[src/rtl/step_ctrl_pkg.sv]
// ---------------------------------------------------------------------------
// step_ctrl_pkg
// Shared definitions for the single-step / auto-step controller.
//   state_t           : controller mode, MANUAL (push-button stepping) or
//                       AUTO (free-running stepping at a selectable rate)
//   DEFAULT_DB_CYCLES : default debounce length in clk cycles (10 ms @ 50 MHz)
//   DEFAULT_AUTO_DIV  : default base auto-step period in clk cycles
//                       (0.5 s @ 50 MHz)
//   auto_period()     : auto-step period for a given rate select
// ---------------------------------------------------------------------------
package step_ctrl_pkg;

    typedef enum logic {
        MANUAL = 1'b0,
        AUTO   = 1'b1
    } state_t;

    localparam int DEFAULT_DB_CYCLES = 500_000;
    localparam int DEFAULT_AUTO_DIV  = 25_000_000;

    // Rate 0 is the slowest (full base period), each increment halves it.
    function automatic int auto_period(input int base, input logic [1:0] rate);
        return base >>> rate;
    endfunction

endpackage

[src/rtl/step_ctrl_key_debounce.sv]
// ---------------------------------------------------------------------------
// key_debounce
// Conditions one raw active-low push-button into a single-cycle press pulse.
//   clk    : system clock, rising edge
//   rst_n  : asynchronous active-low reset
//   key_n  : raw button level, active-low, asynchronous to clk
//   press  : one-cycle pulse, high the cycle after the debounced level
//            falls (button pressed); releases produce nothing
// The raw level is brought into the clk domain by two flops, then a counter
// requires DB_CYCLES consecutive cycles of disagreement with the accepted
// level before the accepted level follows. Any cycle of agreement (a
// bounce back) restarts the count.
// ---------------------------------------------------------------------------
module key_debounce
    import step_ctrl_pkg::*;
#(
    parameter int DB_CYCLES = DEFAULT_DB_CYCLES
) (
    input  logic clk,
    input  logic rst_n,
    input  logic key_n,
    output logic press
);

    localparam int CNT_W = (DB_CYCLES < 2) ? 1 : $clog2(DB_CYCLES + 1);
    localparam logic [CNT_W-1:0] CNT_LAST = CNT_W'(DB_CYCLES - 1);

    logic             sync_a;
    logic             sync_b;
    logic [CNT_W-1:0] db_cnt;
    logic             level;
    logic             level_prev;

    // Two-flop synchronizer; resets to the released (high) level so that a
    // reset never looks like a press.
    always_ff @(posedge clk or negedge rst_n) begin
        if (!rst_n) begin
            sync_a <= 1'b1;
            sync_b <= 1'b1;
        end else begin
            sync_a <= key_n;
            sync_b <= sync_a;
        end
    end

    // Debounce counter: counts consecutive cycles in which the synchronized
    // input disagrees with the accepted level; the level flips on the
    // DB_CYCLES-th such cycle and the count starts over.
    always_ff @(posedge clk or negedge rst_n) begin
        if (!rst_n) begin
            db_cnt <= '0;
            level  <= 1'b1;
        end else if (sync_b != level) begin
            if (db_cnt == CNT_LAST) begin
                db_cnt <= '0;
                level  <= sync_b;
            end else begin
                db_cnt <= db_cnt + CNT_W'(1);
            end
        end else begin
            db_cnt <= '0;
        end
    end

    // Falling-edge detector on the accepted level. Registering against the
    // previous level puts the pulse one cycle after the level change.
    always_ff @(posedge clk or negedge rst_n) begin
        if (!rst_n) begin
            level_prev <= 1'b1;
            press      <= 1'b0;
        end else begin
            level_prev <= level;
            press      <= level_prev & ~level;
        end
    end

endmodule

[src/rtl/step_ctrl.sv]
// ---------------------------------------------------------------------------
// step_ctrl
// Step controller for a datapath under test: issues single-cycle advance
// strobes either on a push-button (MANUAL) or periodically (AUTO).
//   clk        : system clock, rising edge
//   rst_n      : asynchronous active-low reset (deassert synchronously)
//   key_step_n : raw step button, active-low
//   key_mode_n : raw mode button, active-low, toggles MANUAL/AUTO
//   sw_rate    : auto-step rate, period = AUTO_DIV >> sw_rate (0 slowest)
//   step       : one-cycle advance strobe
//   wrap       : one-cycle strobe on the step that takes step_cnt 15 -> 0
//   auto_mode  : high while in AUTO
//   step_cnt   : number of steps issued, modulo 16
// All outputs come straight from flops.
// ---------------------------------------------------------------------------
module step_ctrl
    import step_ctrl_pkg::*;
#(
    parameter int DB_CYCLES = DEFAULT_DB_CYCLES,
    parameter int AUTO_DIV  = DEFAULT_AUTO_DIV
) (
    input  logic       clk,
    input  logic       rst_n,
    input  logic       key_step_n,
    input  logic       key_mode_n,
    input  logic [1:0] sw_rate,
    output logic       step,
    output logic       wrap,
    output logic       auto_mode,
    output logic [3:0] step_cnt
);

    localparam int TICK_W = $clog2(AUTO_DIV + 1);

    logic              step_press;
    logic              mode_press;

    state_t            state_q;
    state_t            state_d;
    logic [TICK_W-1:0] tick_q;
    logic [TICK_W-1:0] tick_d;
    logic [TICK_W-1:0] period_q;
    logic [TICK_W-1:0] period_d;
    logic [TICK_W-1:0] rate_period;
    logic              tick_last;
    logic              step_d;
    logic              wrap_d;

    key_debounce #(
        .DB_CYCLES (DB_CYCLES)
    ) u_db_step (
        .clk   (clk),
        .rst_n (rst_n),
        .key_n (key_step_n),
        .press (step_press)
    );

    key_debounce #(
        .DB_CYCLES (DB_CYCLES)
    ) u_db_mode (
        .clk   (clk),
        .rst_n (rst_n),
        .key_n (key_mode_n),
        .press (mode_press)
    );

    // The period in force is latched only on AUTO entry and at each
    // rollover, so a rate change never cuts short the period in progress.
    assign rate_period = TICK_W'(auto_period(AUTO_DIV, sw_rate));
    assign tick_last   = (tick_q == period_q - TICK_W'(1));

    // State register plus the auto-step tick counter and its latched period.
    always_ff @(posedge clk or negedge rst_n) begin
        if (!rst_n) begin
            state_q  <= MANUAL;
            tick_q   <= '0;
            period_q <= TICK_W'(AUTO_DIV);
        end else begin
            state_q  <= state_d;
            tick_q   <= tick_d;
            period_q <= period_d;
        end
    end

    // Next-state and step decision. A mode press always wins over a step
    // event in the same cycle: the mode changes and the step is dropped.
    always_comb begin
        state_d  = state_q;
        tick_d   = tick_q;
        period_d = period_q;
        step_d   = 1'b0;
        unique case (state_q)
            MANUAL: begin
                if (mode_press) begin
                    state_d  = AUTO;
                    tick_d   = '0;
                    period_d = rate_period;
                end else if (step_press) begin
                    step_d = 1'b1;
                end
            end
            AUTO: begin
                if (mode_press) begin
                    state_d = MANUAL;
                end else if (tick_last) begin
                    step_d   = 1'b1;
                    tick_d   = '0;
                    period_d = rate_period;
                end else begin
                    tick_d = tick_q + TICK_W'(1);
                end
            end
            default: begin
                state_d = MANUAL;
            end
        endcase
    end

    assign wrap_d = step_d && (step_cnt == 4'hF);

    // Registered outputs; step_cnt and wrap update on the same edge that
    // raises step so all three line up on the display side.
    always_ff @(posedge clk or negedge rst_n) begin
        if (!rst_n) begin
            step      <= 1'b0;
            wrap      <= 1'b0;
            auto_mode <= 1'b0;
            step_cnt  <= 4'h0;
        end else begin
            step      <= step_d;
            wrap      <= wrap_d;
            auto_mode <= (state_d == AUTO);
            if (step_d) begin
                step_cnt <= step_cnt + 4'd1;
            end
        end
    end

endmodule

[config.mk]
export PLATFORM = sky130hd
export DESIGN_NAME = step_ctrl
export DESIGN_NICKNAME = d
export VERILOG_FILES = /design/src/rtl/step_ctrl_pkg.sv /design/src/rtl/step_ctrl_key_debounce.sv /design/src/rtl/step_ctrl.sv
export SDC_FILE = /design/constraint.sdc
export NUM_CORES = 1
export LEC_CHECK = 0
export CORE_ASPECT_RATIO = 1.2
export CORE_MARGIN = 2
export CORE_UTILIZATION = 45
export DETAILED_ROUTE_END_ITERATION = 10
export PLACE_DENSITY_LB_ADDON = 0.2
export SYNTH_ARGS = -nofsm -noshare
export SYNTH_HDL_FRONTEND = slang
export SYNTH_SLANG_ARGS = --single-unit
[constraint.sdc]
create_clock -name clk -period 4.2 [get_ports clk]
set_input_delay 0.84 -clock clk [delete_from_list [all_inputs] [get_ports clk]]
set_output_delay 0.84 -clock clk [all_outputs]
set_load 0.1 [all_outputs]
-- Yosys cells after proc, flatten, opt, wreduce, memory -nomap -nowiden
Cells that the tools add are included.
- register bits: 105
- output and inout bits: 7
- shifts and indexed selects: 1
- muxes and demuxes: 20
- reduce and logical (&&, ||, !) cells: 5
- add/subtract/negate cells: 5
- bitwise operators: 5
- equality and inequality tests: 9
- operator list (cell ; number):
    two-way mux 25 bit ; 6
    case mux 25 bit (2 select lines) ; 2
    two-way mux 19 bit ; 4
    adder 19 x 1 -> 19 bit, second input constant ; 2
    equality test 19 bit, second input constant ; 2
    >>> shifter 26 x 2 -> 25 bit, first input constant ; 1
    adder 25 x 1 -> 25 bit, second input constant ; 1
    equality test 25 bit ; 1
    subtractor 25 x 1 -> 25 bit, second input constant ; 1
    two-way mux 1 bit ; 6
    AND reduction 2 bit ; 3
    adder 4 x 1 -> 4 bit, second input constant ; 1
    equality test 4 bit, second input constant ; 1
    inequality test 2 x 1 -> 1 bit, second input constant ; 2
    case mux 1 bit (2 select lines) ; 2
    inverter 1 bit ; 3
    AND reduction 3 bit ; 1
    bitwise AND 1 bit ; 2
    inequality test 1 bit ; 2
    inequality test 2 bit, second input constant ; 1
    logical AND 1 bit ; 1

-- Logic depth before layout (Yosys ltp)
- depth in word-level cells: 6
- gate-level depth with buffers: 10
- mapped depth without buffers: 9

-- Modules after synthesis
Synthesis repeated with hierarchy kept, for this count alone.
- cell total of the unflattened synthesis: 473
- area, all modules: 4844.6 µm²
- modules (own cells, without submodules) (module ; instances ; cells an instance ; area each (µm²)):
    step_ctrl ; 1 ; 257 ; 2562.5
    key_debounce ; 2 ; 108 ; 1141.1

-- Least setup slack after synthesis
Ideal clock, no wire load.
- kind: reg-to-reg
- from: reg period_q[4]
- to: reg period_q[15]
- cell stages (with the launch flop): 11
- library setup time: 0.125 ns
- required time: 4.075 ns
- setup slack: 1.627 ns
- arrival: 2.448 ns
- path through: dfrtp_1 > buf_2 > inv_1 > ha_1 > nor4b_2 > xnor2_1 > a2111oi_0 > o211ai_2 > o21ai_2 > buf_6 > mux2_4
- longest elaborated chain between the ends: 4
- RTL lines (what ; line ; text):
    start, declared ; step_ctrl.sv:42 ; logic [TICK_W-1:0] period_q;
    start signal, assigned ; step_ctrl.sv:77 ; period_q <= TICK_W'(AUTO_DIV);
    start signal, assigned ; step_ctrl.sv:81 ; period_q <= period_d;
    subtractor 25 x 1 -> 25 bit ; step_ctrl.sv:70 ; assign tick_last = (tick_q == period_q - TICK_W'(1));
    equality test 25 bit ; step_ctrl.sv:70 ;
    inequality test 2 x 1 -> 1 bit (no source line) ; n/a ;
    AND reduction 3 bit (no source line) ; n/a ;
No other way between the ends.
A chain may end at the register's enable or synchronous reset.

-- Worst setup path in the final report
- from: reg period_q[4]
- to: reg period_q[9]
The elaborated chain is that of the path after synthesis.

==> metrics.txt <==
status finished clean; CTS tree yes; Hold Violations, Final 0; Post-DP HPWL 6900 µm; hold depth 0; maximum clock rate 314 MHz; clk slew on worst S/H paths 60 ps; Period minus WS final 3180 ps; # rows 41; worst-path maximum fanout 11; Residual DRC 0; initial antenna violation count 0; Slew HR 35.0%; RePlAce Congestion 0.918; port buffer count 12; die width 98.9 µm; Final ANT Viol Nets 0; setup bufs post-CTS 0; max-cap violations 0; Hold Crit Class reg2reg; CTS Root Cell clkbuf_16; final setup violation count 0; starting density of the core 46.3%; Slew @ Worst Pin 971 ps; flops & latches, synth 91; Synth Net Count 513; PostCTS Resize Cnt 0; global-route usage over all layers 18.4%; final setup margin 1020 ps; die area 0.0117 mm²; via count 3579; EDFF count, synth 0; drt first pass iters 5; Die Height 118 µm; Inserted Clock Buffers 9; detailed-route wire length per cell 15.8 µm; total power 1.66 mW; diode count 0; worst skew pair latency 340 ps; Min Hold Slack 357 ps; commonest cells after routing, fill and taps aside 78 x dfrtp_1, 58 x nor2_1, 36 x xnor2_1; CP required 4430 ps; leak pwr 2.16 nW; slowest stage cell, crit path o21ai_2; RSZ-0062 raised after global routing no; largest net degree at the start of global routing 73; placed cell areas 0.00506 mm²; global route overflow 0; Syn Area/Cell 9.71 µm²; Synth Instances 501; Synth Flop Type dfrtp_1; max incr delay on CP 570 ps; Starting DRT DRC Count 183; hold buffer count at cts 0; DP Cell Count 622; worst-path cell chain inv_1 > ha_1 > nor4b_2 > xnor2_1 > a2111oi_0 > o211ai_2 > o21ai_2 > mux2_2; Max Root-Sink Buffers 2; I/O pins 13; Synthesis Warnings 0; WP data arrival 3410 ps; drt via density 5.61; first-pass GRT wire length 17500 µm; commonest non-fill, non-tap cell in the layout dfrtp_1; Async SR Flop Fraction 100%; worst r2r path cells 8; fin crit share 75.8%; post-route cell area 0.00533 mm²; Cell variety after synth 56; Routed WL 10100 µm; multi-input logic area 0.00234 mm²; Post-Place Setup Slack 1020 ps; fill cell count 956; Synth Cell Area 0.00487 mm²; share of post-route cells with drive strength above 1 10.8%; non-filler cells, final 638; vias in the first global route 3618; Register Area 0.00229 mm²; Max Slew Vio Count 0; kind of critical path reg2reg; PD cells 312 mW/mm²; Core ar. 0.0105 mm²; Final nets 516; skew final 10.5 ps; startpoint types flip-flop; TNS Setup 0 ps; post-layout util 50.6%; CP endpoint kind flip-flop; register area share after synthesis 47.1%; Worst VDD drop 0.000196 V; Area Overhead vs Synth 9.44%; H-Tree Depth 3; CTS sink cnt 91
-- synthesized netlist by cell type (all sizes together) (7+ instances only) --
cell    number  area (µm²)
dfrtp       78        1950
nor2        58         218
xnor2       36         315
nand3       31         155
inv         28         105
nand2       27         101
nand4       25         156
xor2        23         201
a31oi       16         100
clkbuf      13        48.8
dfstp       13         342
buf         12        73.8
nor3        11        55.1
o22ai       11        68.8
and3        10        62.6
mux2i        9        90.1
mux2         7        90.1
nand2b       7        43.8
-- worst max-delay path, delay by kind of cell, from the launching register on --
kind,cells,cell delay [ps]
AO/OA/AOI/OAI,3,1370
flip-flops,1,470
multiplexers,1,400
adder cells (fa/ha/maj),1,310
AND/OR/NAND/NOR,1,280
buffers and inverters,1,120
XOR/XNOR,1,120
-- logic make-up (layout without fill, tap and decap cells) --
logic type,count (synthesis),in the layout,share of synthesized area [%]
AOI/OAI and AO/OA,66,66,9.80
xor gates and xnor gates,59,59,10.6
adders and majority gates,6,6,1.54
buffers and inverters,53,61,4.68
DFF,91,91,47.1
muxes,16,16,3.70
and+or+nand+nor,210,210,22.5
-- routing by layer --
| layer | up-vias | share of wire, % | wire (µm) | track usage [%] |
|---|---|---|---|---|
| li1 | 1778 | - | - | - |
| met1 | 1729 | 45 | 4530 | 23.6 |
| met2 | 53 | 50 | 5060 | 30.5 |
| met3 | 19 | 2.1 | 208 | 2.61 |
| met4 | 0 | 2.6 | 264 | 8.22 |
| met5 | - | 0 | 0 | 0 |
-- power by group --
part	leakage [nW]	internal, mW	switching [mW]
sequential	1.22	0.885	0.00574
combinational	0.812	0.0109	0.0301
clock	0.130	0.416	0.316
-- path summary, 6_finish.rpt --
check / start / to / slack [ps]
max: period_q[4]$_DFFE_PN0P_ / period_q[9]$_DFFE_PN0P_ / 1020
min: u_db_step.sync_a$_DFF_PN1_ / u_db_step.sync_b$_DFF_PN1_ / 360
max reg2reg: period_q[4]$_DFFE_PN0P_ / period_q[9]$_DFFE_PN0P_ / 1020
min reg2reg: u_db_step.sync_a$_DFF_PN1_ / u_db_step.sync_b$_DFF_PN1_ / 360
max in group asynchronous: rst_n / u_db_step.db_cnt[13]$_DFF_PN0_ / 2740
min in group asynchronous: rst_n / tick_q[5]$_DFFE_PN0P_ / 640
-- flip-flops by register name, summed over array words and instances, names as in the netlist --
| name | flops |
|---|---|
| u_db_step.sync_a | 1 |
| u_db_mode.press | 1 |
| auto_mode | 1 |
| u_db_step.level_prev | 1 |
| tick_q | 25 |
| u_db_step.press | 1 |
| u_db_step.sync_b | 1 |
| u_db_step.level | 1 |
| u_db_mode.sync_a | 1 |
| wrap | 1 |
| period_q | 11 |
| u_db_mode.db_cnt | 19 |
| u_db_mode.level_prev | 1 |
| u_db_mode.level | 1 |
| u_db_mode.sync_b | 1 |
| step_cnt | 4 |
| u_db_step.db_cnt | 19 |
| step | 1 |
-- layout make-up --
type                       count  area share [%]
timing repair buffer          17            2.87
clock inverter                 3           0.329
sequential                    91            43.1
inverter                      28            1.97
clock buffer                  13            4.70
tap                          129            3.03
multi-input combinational    357            44.0
No activity file was read; power rests on OpenSTA's default activity.
